<file path="config.mk">
export PLATFORM = sky130hd
export DESIGN_NAME = ysyx_22040088_ifu
export DESIGN_NICKNAME = d
export VERILOG_FILES = /design/src/rtl/ysyx_22040088_ifu.sv
export SDC_FILE = /design/constraint.sdc
export NUM_CORES = 1
export LEC_CHECK = 0
export BUFFER_PORTS_ARGS = -buffer_cell sky130_fd_sc_hd__buf_2
export CORE_AREA = 10 10 214 216
export CTS_BUF_LIST = sky130_fd_sc_hd__clkbuf_8
export CTS_CLUSTER_DIAMETER = 30
export DETAILED_ROUTE_END_ITERATION = 12
export DIE_AREA = 0 0 224 226
export GPL_ROUTABILITY_DRIVEN = 0
export MAX_ROUTING_LAYER = met4
export PLACE_DENSITY_LB_ADDON = 0.12
export SYNTH_ARGS = -nofsm -noshare
export SYNTH_HDL_FRONTEND = slang
export SYNTH_SLANG_ARGS = --single-unit
</file>
<file path="constraint.sdc">
create_clock -name clk -period 3.09 [get_ports clk]
set_input_delay 0.309 -clock clk [delete_from_list [all_inputs] [get_ports clk]]
set_output_delay 0.309 -clock clk [all_outputs]
set_load 0.02 [all_outputs]
</file>
<file path="src/rtl/ysyx_22040088_ifu.sv">
// Instruction fetch unit: owns the PC, keeps one fetch in flight to instruction
// memory, and hands each fetched word plus its PC to decode over valid/ready.
// Redirects from branch/jump/trap resolution replace the PC and discard any
// fetch that the new PC makes stale.
module ysyx_22040088_ifu #(
  parameter int unsigned      XLEN     = 64,
  parameter logic [XLEN-1:0]  RESET_PC = XLEN'(64'h8000_0000)
) (
  input  logic             clk,
  input  logic             rst_n,

  // Instruction memory request channel
  output logic             imem_req_valid,
  input  logic             imem_req_ready,
  output logic [XLEN-1:0]  imem_req_addr,

  // Instruction memory response channel
  input  logic             imem_rsp_valid,
  input  logic [31:0]      imem_rsp_data,

  // Decode-side handshake
  output logic             out_valid,
  input  logic             out_ready,
  output logic [31:0]      out_inst,
  output logic [XLEN-1:0]  out_pc,

  // PC redirect from execute / trap logic
  input  logic             redirect_valid,
  input  logic [XLEN-1:0]  redirect_pc,

  // Delivered-instruction counter
  output logic [63:0]      fetch_cnt
);

  localparam int unsigned INST_W  = 32;
  localparam int unsigned CNT_W   = 64;
  localparam int unsigned STATE_W = 2;

  localparam logic [STATE_W-1:0] S_BOOT = 2'd0;
  localparam logic [STATE_W-1:0] S_REQ  = 2'd1;
  localparam logic [STATE_W-1:0] S_WAIT = 2'd2;
  localparam logic [STATE_W-1:0] S_FULL = 2'd3;

  localparam logic [INST_W-1:0]  INST_NOP = 32'h0000_0013;
  localparam logic [XLEN-1:0]    PC_STEP  = XLEN'(4);
  localparam logic [XLEN-1:0]    ALIGN_MASK = ~XLEN'(3);

  // Registered state
  logic [STATE_W-1:0] state_q,     state_d;
  logic [XLEN-1:0]    pc_q,        pc_d;
  logic               kill_q,      kill_d;
  logic [CNT_W-1:0]   cnt_q,       cnt_d;
  logic [INST_W-1:0]  inst_q,      inst_d;
  logic [XLEN-1:0]    opc_q,       opc_d;
  logic               req_valid_q, req_valid_d;
  logic               out_valid_q, out_valid_d;

  // Per-cycle events derived from the current state and inputs
  logic               req_fire;
  logic               rsp_seen;
  logic               rsp_drop;
  logic               rsp_take;
  logic               redir;
  logic               out_fire;
  logic [XLEN-1:0]    redir_tgt;

  // Decode this cycle's handshakes and redirect qualification
  always_comb begin : event_decode
    req_fire  = (state_q == S_REQ) && imem_req_ready;
    rsp_seen  = (state_q == S_WAIT) && imem_rsp_valid;
    rsp_drop  = rsp_seen && (kill_q || redirect_valid);
    rsp_take  = rsp_seen && !kill_q && !redirect_valid;
    redir     = redirect_valid && (state_q != S_BOOT);
    out_fire  = (state_q == S_FULL) && out_ready && !redirect_valid;
    redir_tgt = redirect_pc & ALIGN_MASK;
  end

  // Fetch sequencing: BOOT -> REQ -> WAIT -> FULL -> REQ
  always_comb begin : state_next
    state_d = state_q;
    case (state_q)
      S_BOOT: begin
        state_d = S_REQ;
      end
      S_REQ: begin
        if (req_fire) begin
          state_d = S_WAIT;
        end
      end
      S_WAIT: begin
        if (rsp_drop) begin
          state_d = S_REQ;
        end else if (rsp_take) begin
          state_d = S_FULL;
        end
      end
      S_FULL: begin
        if (redirect_valid || out_ready) begin
          state_d = S_REQ;
        end
      end
      default: begin
        state_d = S_BOOT;
      end
    endcase
  end

  // PC: redirect target wins, otherwise advance on a delivered instruction
  always_comb begin : pc_next
    pc_d = pc_q;
    if (redir) begin
      pc_d = redir_tgt;
    end else if (out_fire) begin
      pc_d = pc_q + PC_STEP;
    end
  end

  // Kill marks the outstanding response as belonging to a superseded PC
  always_comb begin : kill_next
    kill_d = kill_q;
    case (state_q)
      S_REQ: begin
        if (req_fire) begin
          kill_d = redirect_valid;
        end
      end
      S_WAIT: begin
        if (rsp_seen) begin
          kill_d = 1'b0;
        end else if (redirect_valid) begin
          kill_d = 1'b1;
        end
      end
      default: begin
        kill_d = kill_q;
      end
    endcase
  end

  // Capture a live response into the decode holding register
  always_comb begin : capture_next
    inst_d = inst_q;
    opc_d  = opc_q;
    if (rsp_take) begin
      inst_d = imem_rsp_data;
      opc_d  = pc_q;
    end
  end

  // Count instructions actually accepted by decode
  always_comb begin : cnt_next
    cnt_d = cnt_q;
    if (out_fire) begin
      cnt_d = cnt_q + CNT_W'(1);
    end
  end

  // Handshake valids are registered copies of the next-state decode
  always_comb begin : valid_next
    req_valid_d = (state_d == S_REQ);
    out_valid_d = (state_d == S_FULL);
  end

  // State register with synchronous active-low reset
  always_ff @(posedge clk) begin : state_reg
    if (!rst_n) begin
      state_q     <= S_BOOT;
      pc_q        <= RESET_PC;
      kill_q      <= 1'b0;
      cnt_q       <= '0;
      inst_q      <= INST_NOP;
      opc_q       <= RESET_PC;
      req_valid_q <= 1'b0;
      out_valid_q <= 1'b0;
    end else begin
      state_q     <= state_d;
      pc_q        <= pc_d;
      kill_q      <= kill_d;
      cnt_q       <= cnt_d;
      inst_q      <= inst_d;
      opc_q       <= opc_d;
      req_valid_q <= req_valid_d;
      out_valid_q <= out_valid_d;
    end
  end

  assign imem_req_valid = req_valid_q;
  assign imem_req_addr  = pc_q;
  assign out_valid      = out_valid_q;
  assign out_inst       = inst_q;
  assign out_pc         = opc_q;
  assign fetch_cnt      = cnt_q;

endmodule
</file>
==> flow_summary.html, run 1 <==
<table>
<tr><th>Metric</th><th>Value</th></tr>
<tr><th colspan="2">Routing</th></tr>
<tr><td>Total iterations of the first detailed-routing run</td><td>5</td></tr>
<tr><td>Routed wire length per instance</td><td>18.3 µm</td></tr>
<tr><td>Detailed-route DRC error count</td><td>0</td></tr>
<tr><td>Via total after detailed routing</td><td>11300</td></tr>
<tr><td>Remaining antenna violation count after routing</td><td>0</td></tr>
<tr><td>DRC violation total after the first TritonRoute iteration</td><td>697</td></tr>
<tr><td>Final routed wirelength across all metal layers</td><td>42.7 mm</td></tr>
<tr><td>Avg Vias per Cell</td><td>slightly below 5</td></tr>
<tr><th colspan="2">Finish</th></tr>
<tr><td>Net count reported at finish</td><td>1827</td></tr>
<tr><td>Total non-filler cell area in the finished layout</td><td>around 0.015 mm²</td></tr>
<tr><td>Most common library cell in the layout ignoring fill and taps</td><td>buf_2</td></tr>
<tr><td>Final cell count without fillers</td><td>2333</td></tr>
<tr><td>Commonest cells after routing, fill and taps aside</td><td>321 x buf_2, 253 x nand2_1, 225 x dfxtp_1, 147 x a21oi_1, 113 x clkbuf_8</td></tr>
<tr><td>Relative area change from synthesis to final layout</td><td>47.2%</td></tr>
<tr><td>Share of the core filled with cells in the final layout</td><td>36.1%</td></tr>
<tr><td>Fraction of final layout cells sized beyond drive strength 1</td><td>28.2%</td></tr>
<tr><th colspan="2">Clock network</th></tr>
<tr><td>Number of buffers inserted for hold repair after clock tree synthesis</td><td>92</td></tr>
<tr><td>CTS root buffer</td><td>clkbuf_8</td></tr>
<tr><td>Maximum clock insertion buffer count</td><td>3</td></tr>
<tr><td>Setup repair bufs after CTS</td><td>0</td></tr>
<tr><td>Post-cts gate resize count</td><td>0</td></tr>
<tr><td>Clock H-tree levels</td><td>3</td></tr>
<tr><td>Clock transition time at the flip-flop clock pins of the worst setup and hold paths</td><td>~40 ps</td></tr>
<tr><td>Clock buffers created by TritonCTS</td><td>80</td></tr>
<tr><td>Skew-Pair Late Insertion Delay</td><td>~630 ps</td></tr>
<tr><td>CTS Sinks</td><td>225</td></tr>
<tr><td>Clock tree from TritonCTS</td><td>done</td></tr>
<tr><th colspan="2">Die</th></tr>
<tr><td>Num rows</td><td>75</td></tr>
<tr><td>Core area</td><td>0.0416 mm²</td></tr>
<tr><td>Die H</td><td>around 230 µm</td></tr>
<tr><td>Starting density of the core</td><td>24.5%</td></tr>
<tr><td>IO Count</td><td>about 330</td></tr>
<tr><td>Die Span X</td><td>224 µm</td></tr>
<tr><td>Area enclosed by the die boundary</td><td>between 0.05 and 0.06 mm²</td></tr>
<tr><th colspan="2">Critical path</th></tr>
<tr><td>Setup slack, reg-to-reg</td><td>450 ps</td></tr>
<tr><td>Required time at the worst-slack endpoint</td><td>3620 ps</td></tr>
<tr><td>Crit path capture type</td><td>flip-flop</td></tr>
<tr><td>CP arrival</td><td>3180 ps</td></tr>
<tr><td>Critical Setup Path Class</td><td>reg -&gt; reg</td></tr>
<tr><td>Crit Path Max Fanout</td><td>8</td></tr>
<tr><td>Critical Path Source Type</td><td>flip-flop</td></tr>
<tr><th colspan="2">Placed design</th></tr>
<tr><td>Placed wire-length estimate after detailed placement</td><td>between 20 and 30 mm</td></tr>
<tr><td>Placed Instance Area</td><td>0.0124 mm²</td></tr>
<tr><td>Number of cells after detailed placement</td><td>roughly 2100</td></tr>
<tr><td># port buffers</td><td>321</td></tr>
<tr><td>Worst slack, placed</td><td>~370 ps</td></tr>
<tr><th colspan="2">STA</th></tr>
<tr><td>Unrepaired setup endpoints after global routing</td><td>no</td></tr>
<tr><td>Layout Skew</td><td>27.1 ps</td></tr>
<tr><td>Endpoints failing hold</td><td>0</td></tr>
<tr><td>Max-slew violation total from the final report</td><td>0</td></tr>
<tr><td>Minimum clock period after layout</td><td>2640 ps</td></tr>
<tr><td>Fmax</td><td>about 0.38 GHz</td></tr>
<tr><td>Max transition margin</td><td>31.8%</td></tr>
<tr><td>Post-route worst setup slack</td><td>between 400 and 500 ps</td></tr>
<tr><td>Actual slew at the worst max-slew pin</td><td>1020 ps</td></tr>
<tr><td>Share of the clock period used by the worst path</td><td>85.6%</td></tr>
<tr><td>Post-route worst hold slack</td><td>~83 ps</td></tr>
<tr><td>Setup TNS</td><td>0 ps</td></tr>
<tr><td>Finish-stage setup viols</td><td>0</td></tr>
<tr><th colspan="2">Power and ir drop</th></tr>
<tr><td>VDD IR max</td><td>between 0.3 and 0.4 mV</td></tr>
<tr><td>Pwr per Cell Area</td><td>584 mW/mm²</td></tr>
<tr><td>Static Leakage</td><td>6.07 nW</td></tr>
<tr><td>Switching share of power</td><td>26.3%</td></tr>
<tr><td>Combinational group share of total power</td><td>7.4%</td></tr>
<tr><td>P_int</td><td>6.47 mW</td></tr>
<tr><td>Clk pwr share</td><td>56.9%</td></tr>
<tr><td>Seq pwr share</td><td>a little over a third</td></tr>
<tr><td>Total power of the final layout</td><td>8.78 mW</td></tr>
<tr><td>Switch Pwr</td><td>2.30 mW</td></tr>
<tr><th colspan="2">Global route</th></tr>
<tr><td>Pin count of the biggest net entering global routing</td><td>94</td></tr>
<tr><td>Congestion Overflow GR</td><td>0</td></tr>
<tr><td>Wire length of the first global-routing pass</td><td>65.9 mm</td></tr>
<tr><td>Initial antenna violation count</td><td>5</td></tr>
<tr><td>Number of global-route vias before repair</td><td>around 11000</td></tr>
<tr><td>Total routing usage reported by global routing</td><td>16.9%</td></tr>
<tr><th colspan="2">Synthesis</th></tr>
<tr><td>Share of the yosys chip area belonging to registers</td><td>around 44%</td></tr>
<tr><td>Async S/R FF share, synth</td><td>0%</td></tr>
<tr><td>Mapped Cells</td><td>1294</td></tr>
<tr><td>Unique cell type count in the Yosys netlist</td><td>55</td></tr>
<tr><td>Synth Register Bits</td><td>225</td></tr>
<tr><td>Synthesis warning total</td><td>0</td></tr>
<tr><td>Dominant synthesized flop cell</td><td>dfxtp_1</td></tr>
<tr><td>Count of flip-flops with a built-in enable after synthesis</td><td>0</td></tr>
<tr><td>Synthesized area per cell</td><td>7.89 µm²</td></tr>
<tr><td>Netlist area before placement</td><td>0.0102 mm²</td></tr>
<tr><th colspan="2">Flow run</th></tr>
<tr><td>Number of max-cap violations</td><td>0</td></tr>
<tr><th colspan="2">Status</th></tr>
<tr><td>Outcome</td><td>complete, no violations</td></tr>
<tr><th colspan="2">Worst hold path</th></tr>
<tr><td>Hold crit path type</td><td>in -&gt; reg</td></tr>
</table>
[cells in the mapped netlist, types with 4 or more instances]
| master | number | area (µm²) |
|---|---|---|
| clkbuf_1 | 77 | 289 |
| or2_2 | 5 | 31.3 |
| dfxtp_1 | 225 | 4500 |
| inv_1 | 18 | 67.6 |
| nor2_1 | 57 | 214 |
| nor3_1 | 26 | 130 |
| nand3_1 | 87 | 435 |
| buf_1 | 6 | 22.5 |
| nand2b_1 | 6 | 37.5 |
| a31oi_1 | 12 | 75.1 |
| buf_2 | 7 | 35.0 |
| xor2_1 | 23 | 201 |
| o2111ai_1 | 4 | 35.0 |
| and3_1 | 17 | 106 |
| and4_1 | 14 | 123 |
| nand4_1 | 41 | 257 |
| a31o_2 | 7 | 61.3 |
| or4_1 | 43 | 323 |
| o31ai_1 | 36 | 270 |
| xnor2_1 | 23 | 201 |
| nand2_1 | 253 | 950 |
| nor4_1 | 19 | 119 |
| mux2i_1 | 7 | 70.1 |
| or3_1 | 31 | 194 |
| buf_4 | 4 | 30.0 |
| o21ai_0 | 47 | 235 |
| a21oi_1 | 147 | 736 |
| a211oi_1 | 17 | 128 |
[path summary, 6_finish.rpt]
| check | start | to | depth (start not counted) |
|---|---|---|---|
| max | imem_req_addr[2] | imem_req_addr[48] | 6 |
| min | redirect_pc[44] | imem_req_addr[44] | 4 |
| max reg2reg | imem_req_addr[2] | imem_req_addr[48] | 6 |
| min reg2reg | out_pc[29] | out_pc[29] | 2 |
[sequential cells by signal, indices dropped and copies added, names as in the netlist]
name / flops
fetch_cnt: 64
out_inst: 32
imem_req_valid: 1
out_valid: 1
out_pc: 62
kill_q: 1
state_q: 2
imem_req_addr: 62
[power by group through the flow]
| stage | combinational (mW) | sequential (mW) | clock (mW) |
|---|---|---|---|
| after CTS | 0.661 | 3.13 | 5.17 |
| after global routing | 0.715 | 3.14 | 5.33 |
| after global placement | 0.558 | 3.18 | 0 |
| after detailed placement | 0.558 | 3.18 | 0 |
| final | 0.652 | 3.13 | 5.00 |
| after floorplan | 0.241 | 3.22 | 0 |
[routing by layer]
| layer | wire length, µm | global-route usage [%] | vias to the layer above |
|---|---|---|---|
| li1 | - | - | 5582 |
| met1 | 18800 | 20.2 | 5365 |
| met2 | 20400 | 27.0 | 313 |
| met3 | 2630 | 5.10 | 58 |
| met4 | 792 | 4.94 | 0 |
| met5 | 0 | - | - |
[cell type report]
| cell class | count | area, µm² |
|---|---|---|
| flip-flops and latches | 225 | 4500 |
| clock inverters | 35 | 164 |
| inverters | 18 | 72.6 |
| repair buffers | 438 | 2740 |
| diodes | 5 | 12.5 |
| well taps | 539 | 674 |
| fillers | 4463 | 26600 |
| multi-input cells | 960 | 5300 |
| clock buffers | 113 | 1560 |
[cell families (layout without fill, tap and decap cells)]
group	after synthesis	after routing	share of synthesized area (%)
other	1	9	0.0368
DFF	225	225	44.1
buffers and inverters	112	604	4.35
and+or+nand+nor	614	614	30.1
AOI/OAI and AO/OA	287	287	16.5
xor gates and xnor gates	46	46	3.95
adders and majority gates	2	2	0.245
muxes	7	7	0.687
[worst max-delay path, stage by stage (launching register included)]
cell	delay (ps)
dfxtp_1	430
ha_1	250
inv_1	120
or4_1	560
or3_1	530
or4_1	510
a31oi_1	160
(Power assumes the default switching activity.)
==> run 2: changes to the inputs <==
--- a/config.mk
+++ b/config.mk
@@ -7,11 +7,12 @@
 export LEC_CHECK = 0
 export BUFFER_PORTS_ARGS = -buffer_cell sky130_fd_sc_hd__buf_2
 export CORE_AREA = 10 10 214 216
-export CTS_BUF_LIST = sky130_fd_sc_hd__clkbuf_8
+export CTS_BUF_LIST = sky130_fd_sc_hd__clkbuf_4
 export CTS_CLUSTER_DIAMETER = 30
 export DETAILED_ROUTE_END_ITERATION = 12
 export DIE_AREA = 0 0 224 226
 export GPL_ROUTABILITY_DRIVEN = 0
+export GPL_TIMING_DRIVEN = 0
 export MAX_ROUTING_LAYER = met4
 export PLACE_DENSITY_LB_ADDON = 0.12
 export SYNTH_ARGS = -nofsm -noshare
==> flow_summary.html, run 2 (synthesis results as in run 1) <==
<table>
<tr><th>Metric</th><th>Value</th></tr>
<tr><th colspan="2">Clock network</th></tr>
<tr><td>Clock transition time at the flip-flop clock pins of the worst setup and hold paths</td><td>50 ps (was 40 ps)</td></tr>
<tr><td>Clock tree from TritonCTS</td><td>done (unchanged)</td></tr>
<tr><td>CTS root buffer</td><td>clkbuf_4 (was clkbuf_8)</td></tr>
<tr><td>Skew-Pair Late Insertion Delay</td><td>760 ps (was 630 ps)</td></tr>
<tr><td>Clock H-tree levels</td><td>3 (unchanged)</td></tr>
<tr><td>Clock buffers created by TritonCTS</td><td>80 (unchanged)</td></tr>
<tr><td>CTS Sinks</td><td>225 (unchanged)</td></tr>
<tr><td>Maximum clock insertion buffer count</td><td>3 (unchanged)</td></tr>
<tr><th colspan="2">Global route</th></tr>
<tr><td>Total routing usage reported by global routing</td><td>18.6% (was 16.9%)</td></tr>
<tr><td>Initial antenna violation count</td><td>6 (was 5)</td></tr>
<tr><td>Number of global-route vias before repair</td><td>11700 (was 11200)</td></tr>
<tr><td>Wire length of the first global-routing pass</td><td>70.8 mm (was 65.9 mm)</td></tr>
<tr><td>Pin count of the biggest net entering global routing</td><td>11 (was 94)</td></tr>
<tr><td>Congestion Overflow GR</td><td>0 (unchanged)</td></tr>
<tr><th colspan="2">Worst hold path</th></tr>
<tr><td>Hold wc startpoint</td><td>rst_n (was redirect_pc[44])</td></tr>
<tr><td>Hold crit path type</td><td>in -&gt; reg (unchanged)</td></tr>
<tr><td>Number of stages on the worst hold path</td><td>4 (unchanged)</td></tr>
<tr><th colspan="2">Routing</th></tr>
<tr><td>Routed wire length per instance</td><td>19.6 µm (was 18.3 µm)</td></tr>
<tr><td>Final routed wirelength across all metal layers</td><td>47.2 mm (was 42.7 mm)</td></tr>
<tr><td>DRC violation total after the first TritonRoute iteration</td><td>816 (was 697)</td></tr>
<tr><td>Remaining antenna violation count after routing</td><td>0 (unchanged)</td></tr>
<tr><td>Total iterations of the first detailed-routing run</td><td>5 (unchanged)</td></tr>
<tr><td>Avg Vias per Cell</td><td>4.85 (about the same)</td></tr>
<tr><td>Via total after detailed routing</td><td>11700 (was 11300)</td></tr>
<tr><td>Detailed-route DRC error count</td><td>0 (unchanged)</td></tr>
<tr><th colspan="2">Critical path</th></tr>
<tr><td>Timing endpoint of the critical path</td><td>fetch_cnt[45] (was imem_req_addr[48])</td></tr>
<tr><td>Combined buffer and inverter count along the critical path</td><td>3 (was 1)</td></tr>
<tr><td>Crit Path Max Fanout</td><td>10 (was 8)</td></tr>
<tr><td>CP arrival</td><td>3450 ps (was 3180 ps)</td></tr>
<tr><td>Critical Path Source Type</td><td>flip-flop (unchanged)</td></tr>
<tr><td>Maximum single-stage delay on the critical path</td><td>560 ps (about the same)</td></tr>
<tr><td>Critical Setup Path Class</td><td>reg -&gt; reg (unchanged)</td></tr>
<tr><td>Launching instance or port of the critical path</td><td>state_q[1] (was imem_req_addr[2])</td></tr>
<tr><td>Worst-path cell with the longest stage delay</td><td>or4_1 (unchanged)</td></tr>
<tr><td>CP dominant cell by count</td><td>clkbuf_1 (was or4_1)</td></tr>
<tr><td>Cell family contributing the most delay on the critical path</td><td>simple AND/OR/NAND/NOR gates (unchanged)</td></tr>
<tr><td>Required time at the worst-slack endpoint</td><td>3690 ps (was 3620 ps)</td></tr>
<tr><td>Crit path capture type</td><td>flip-flop (unchanged)</td></tr>
<tr><td>Worst reg2reg startpoint</td><td>state_q[1] (was imem_req_addr[2])</td></tr>
<tr><td>Worst R2R End</td><td>fetch_cnt[45] (was imem_req_addr[48])</td></tr>
<tr><td>Path depth of the worst reg2reg path</td><td>8 (was 6)</td></tr>
<tr><td>Setup slack, reg-to-reg</td><td>240 ps (was 450 ps)</td></tr>
<tr><td>Worst path cell trace</td><td>nand4b_1 -&gt; buf_4 -&gt; or3_1 -&gt; or4_1 -&gt; clkbuf_1 -&gt; clkbuf_1 -&gt; o31ai_1 -&gt; a21oi_1 (was ha_1 -&gt; inv_1 -&gt; or4_1 -&gt; or3_1 -&gt; or4_1 -&gt; a31oi_1)</td></tr>
<tr><td>WP depth</td><td>8 (was 6)</td></tr>
<tr><th colspan="2">Finish</th></tr>
<tr><td>Combined flip-flop and latch cell area</td><td>0.00450 mm² (unchanged)</td></tr>
<tr><td>Multi-input gate area</td><td>0.00528 mm² (was 0.00530 mm²)</td></tr>
<tr><td>Most common library cell in the layout ignoring fill and taps</td><td>buf_2 (unchanged)</td></tr>
<tr><td>Net count reported at finish</td><td>1906 (was 1827)</td></tr>
<tr><td>Relative area change from synthesis to final layout</td><td>42.0% (was 47.2%)</td></tr>
<tr><td>Fraction of final layout cells sized beyond drive strength 1</td><td>25.1% (was 28.2%)</td></tr>
<tr><td>Max reg flops</td><td>64 (unchanged)</td></tr>
<tr><td>Filler cell count in the final layout</td><td>4569 (was 4463)</td></tr>
<tr><td>Commonest cells after routing, fill and taps aside</td><td>327 x buf_2, 253 x nand2_1, 225 x dfxtp_1, 147 x a21oi_1, 105 x clkbuf_4 (was 321 x buf_2, 253 x nand2_1, 225 x dfxtp_1, 147 x a21oi_1, 113 x clkbuf_8)</td></tr>
<tr><td>Final cell count without fillers</td><td>2404 (was 2333)</td></tr>
<tr><th colspan="2">STA</th></tr>
<tr><td>Max transition margin</td><td>27.5% (was 31.8%)</td></tr>
<tr><td>Share of the clock period used by the worst path</td><td>92.4% (was 85.6%)</td></tr>
<tr><td>Endpoints failing hold</td><td>0 (unchanged)</td></tr>
<tr><td>Fmax</td><td>0.350 GHz (was 0.378 GHz)</td></tr>
<tr><td>Layout Skew</td><td>25.5 ps (was 27.1 ps)</td></tr>
<tr><td>Unrepaired setup endpoints after global routing</td><td>no (unchanged)</td></tr>
<tr><td>Minimum clock period after layout</td><td>2850 ps (was 2640 ps)</td></tr>
<tr><td>Finish-stage setup viols</td><td>0 (unchanged)</td></tr>
<tr><td>Actual slew at the worst max-slew pin</td><td>1080 ps (was 1020 ps)</td></tr>
<tr><td>Max-slew violation total from the final report</td><td>0 (unchanged)</td></tr>
<tr><th colspan="2">Die</th></tr>
<tr><td>Area enclosed by the die boundary</td><td>0.0506 mm² (unchanged)</td></tr>
<tr><td>Starting density of the core</td><td>24.5% (unchanged)</td></tr>
<tr><td>Num rows</td><td>75 (unchanged)</td></tr>
<tr><td>Die Span X</td><td>224 µm (unchanged)</td></tr>
<tr><td>IO Count</td><td>328 (unchanged)</td></tr>
<tr><td>Die H</td><td>226 µm (unchanged)</td></tr>
<tr><td>Core area</td><td>0.0416 mm² (unchanged)</td></tr>
<tr><th colspan="2">Flow run</th></tr>
<tr><td>Number of max-cap violations</td><td>0 (unchanged)</td></tr>
<tr><th colspan="2">Power and ir drop</th></tr>
<tr><td>Static Leakage</td><td>5.72 nW (was 6.07 nW)</td></tr>
<tr><td>Total power of the final layout</td><td>6.95 mW (was 8.78 mW)</td></tr>
<tr><td>VDD IR max</td><td>0.231 mV (was 0.330 mV)</td></tr>
<tr><td>Pwr per Cell Area</td><td>480 mW/mm² (was 584 mW/mm²)</td></tr>
<tr><th colspan="2">Placed design</th></tr>
<tr><td>Number of cells after detailed placement</td><td>2156 (was 2088)</td></tr>
<tr><td>Placed wire-length estimate after detailed placement</td><td>35.1 mm (was 29.3 mm)</td></tr>
<tr><td># port buffers</td><td>320 (was 321)</td></tr>
<tr><th colspan="2">Status</th></tr>
<tr><td>Outcome</td><td>complete, no violations (unchanged)</td></tr>
</table>
## run 2: repair_timing
item	CTS	global route
hold buffers	100	0
endpoints found under the setup margin	14	4
endpoints found under the hold margin	99	0
pin swaps	2	0
buffers inserted	3	0
gates resized for setup	1	1
## run 2: worst min-delay path, cell delays in order
cell	delay (ps)
clkbuf_1	300
o21ai_0	180
a211o_1	110
a211oi_1	30
## run 2: where the power goes
| part | leakage (nW) | switching (mW) | internal, mW |
|---|---|---|---|
| clock | 0.560 | 1.48 | 1.65 |
| sequential | 1.82 | 0.133 | 2.98 |
| combinational | 3.34 | 0.418 | 0.285 |
| total | 5.72 | 2.03 | 4.92 |
## run 2: metrics by stage
stage	setup slack [ps]	TNS, ps	utilization (%)	hold slack [ps]	area, µm²
floorplan	611	0	-	433	10200
global placement	-339	-1130	30.0	440	12500
CTS	133	0	34.8	191	14500
finish	236	0	34.9	248	14500
detailed placement	-355	-1630	30.0	444	12500
global route	75.1	0	34.8	227	14500
## run 2: metal layers
metal / GRT usage (%) / vias up / wire [µm]
li1: - / 5749 / -
met1: 22.0 / 5462 / 20300
met4: 6.65 / 0 / 1140
met5: - / - / 0
met2: 29.8 / 372 / 22700
met3: 5.06 / 82 / 3100
## run 2: worst min path at each step
stage / endpoint
2_1_floorplan: out_inst[0]
3_3_place_gp: out_inst[21]
3_5_place_dp: out_pc[46]
4_1_cts: imem_req_addr[61]
5_1_grt: imem_req_addr[61]
6_report: imem_req_addr[61]
## run 2: area by class of cell
| cell class | instances | area share, % |
|---|---|---|
| Antenna cell | 8 | 0.138 |
| Buffer | 94 | 2.60 |
| Clock buffer | 105 | 5.44 |
| Clock inverter | 32 | 1.05 |
| Inverter | 18 | 0.466 |
| Multi-Input combinational cell | 960 | 36.4 |
| Sequential cell | 225 | 31.1 |
| Tap cell | 539 | 4.65 |
| Timing Repair Buffer | 423 | 18.1 |
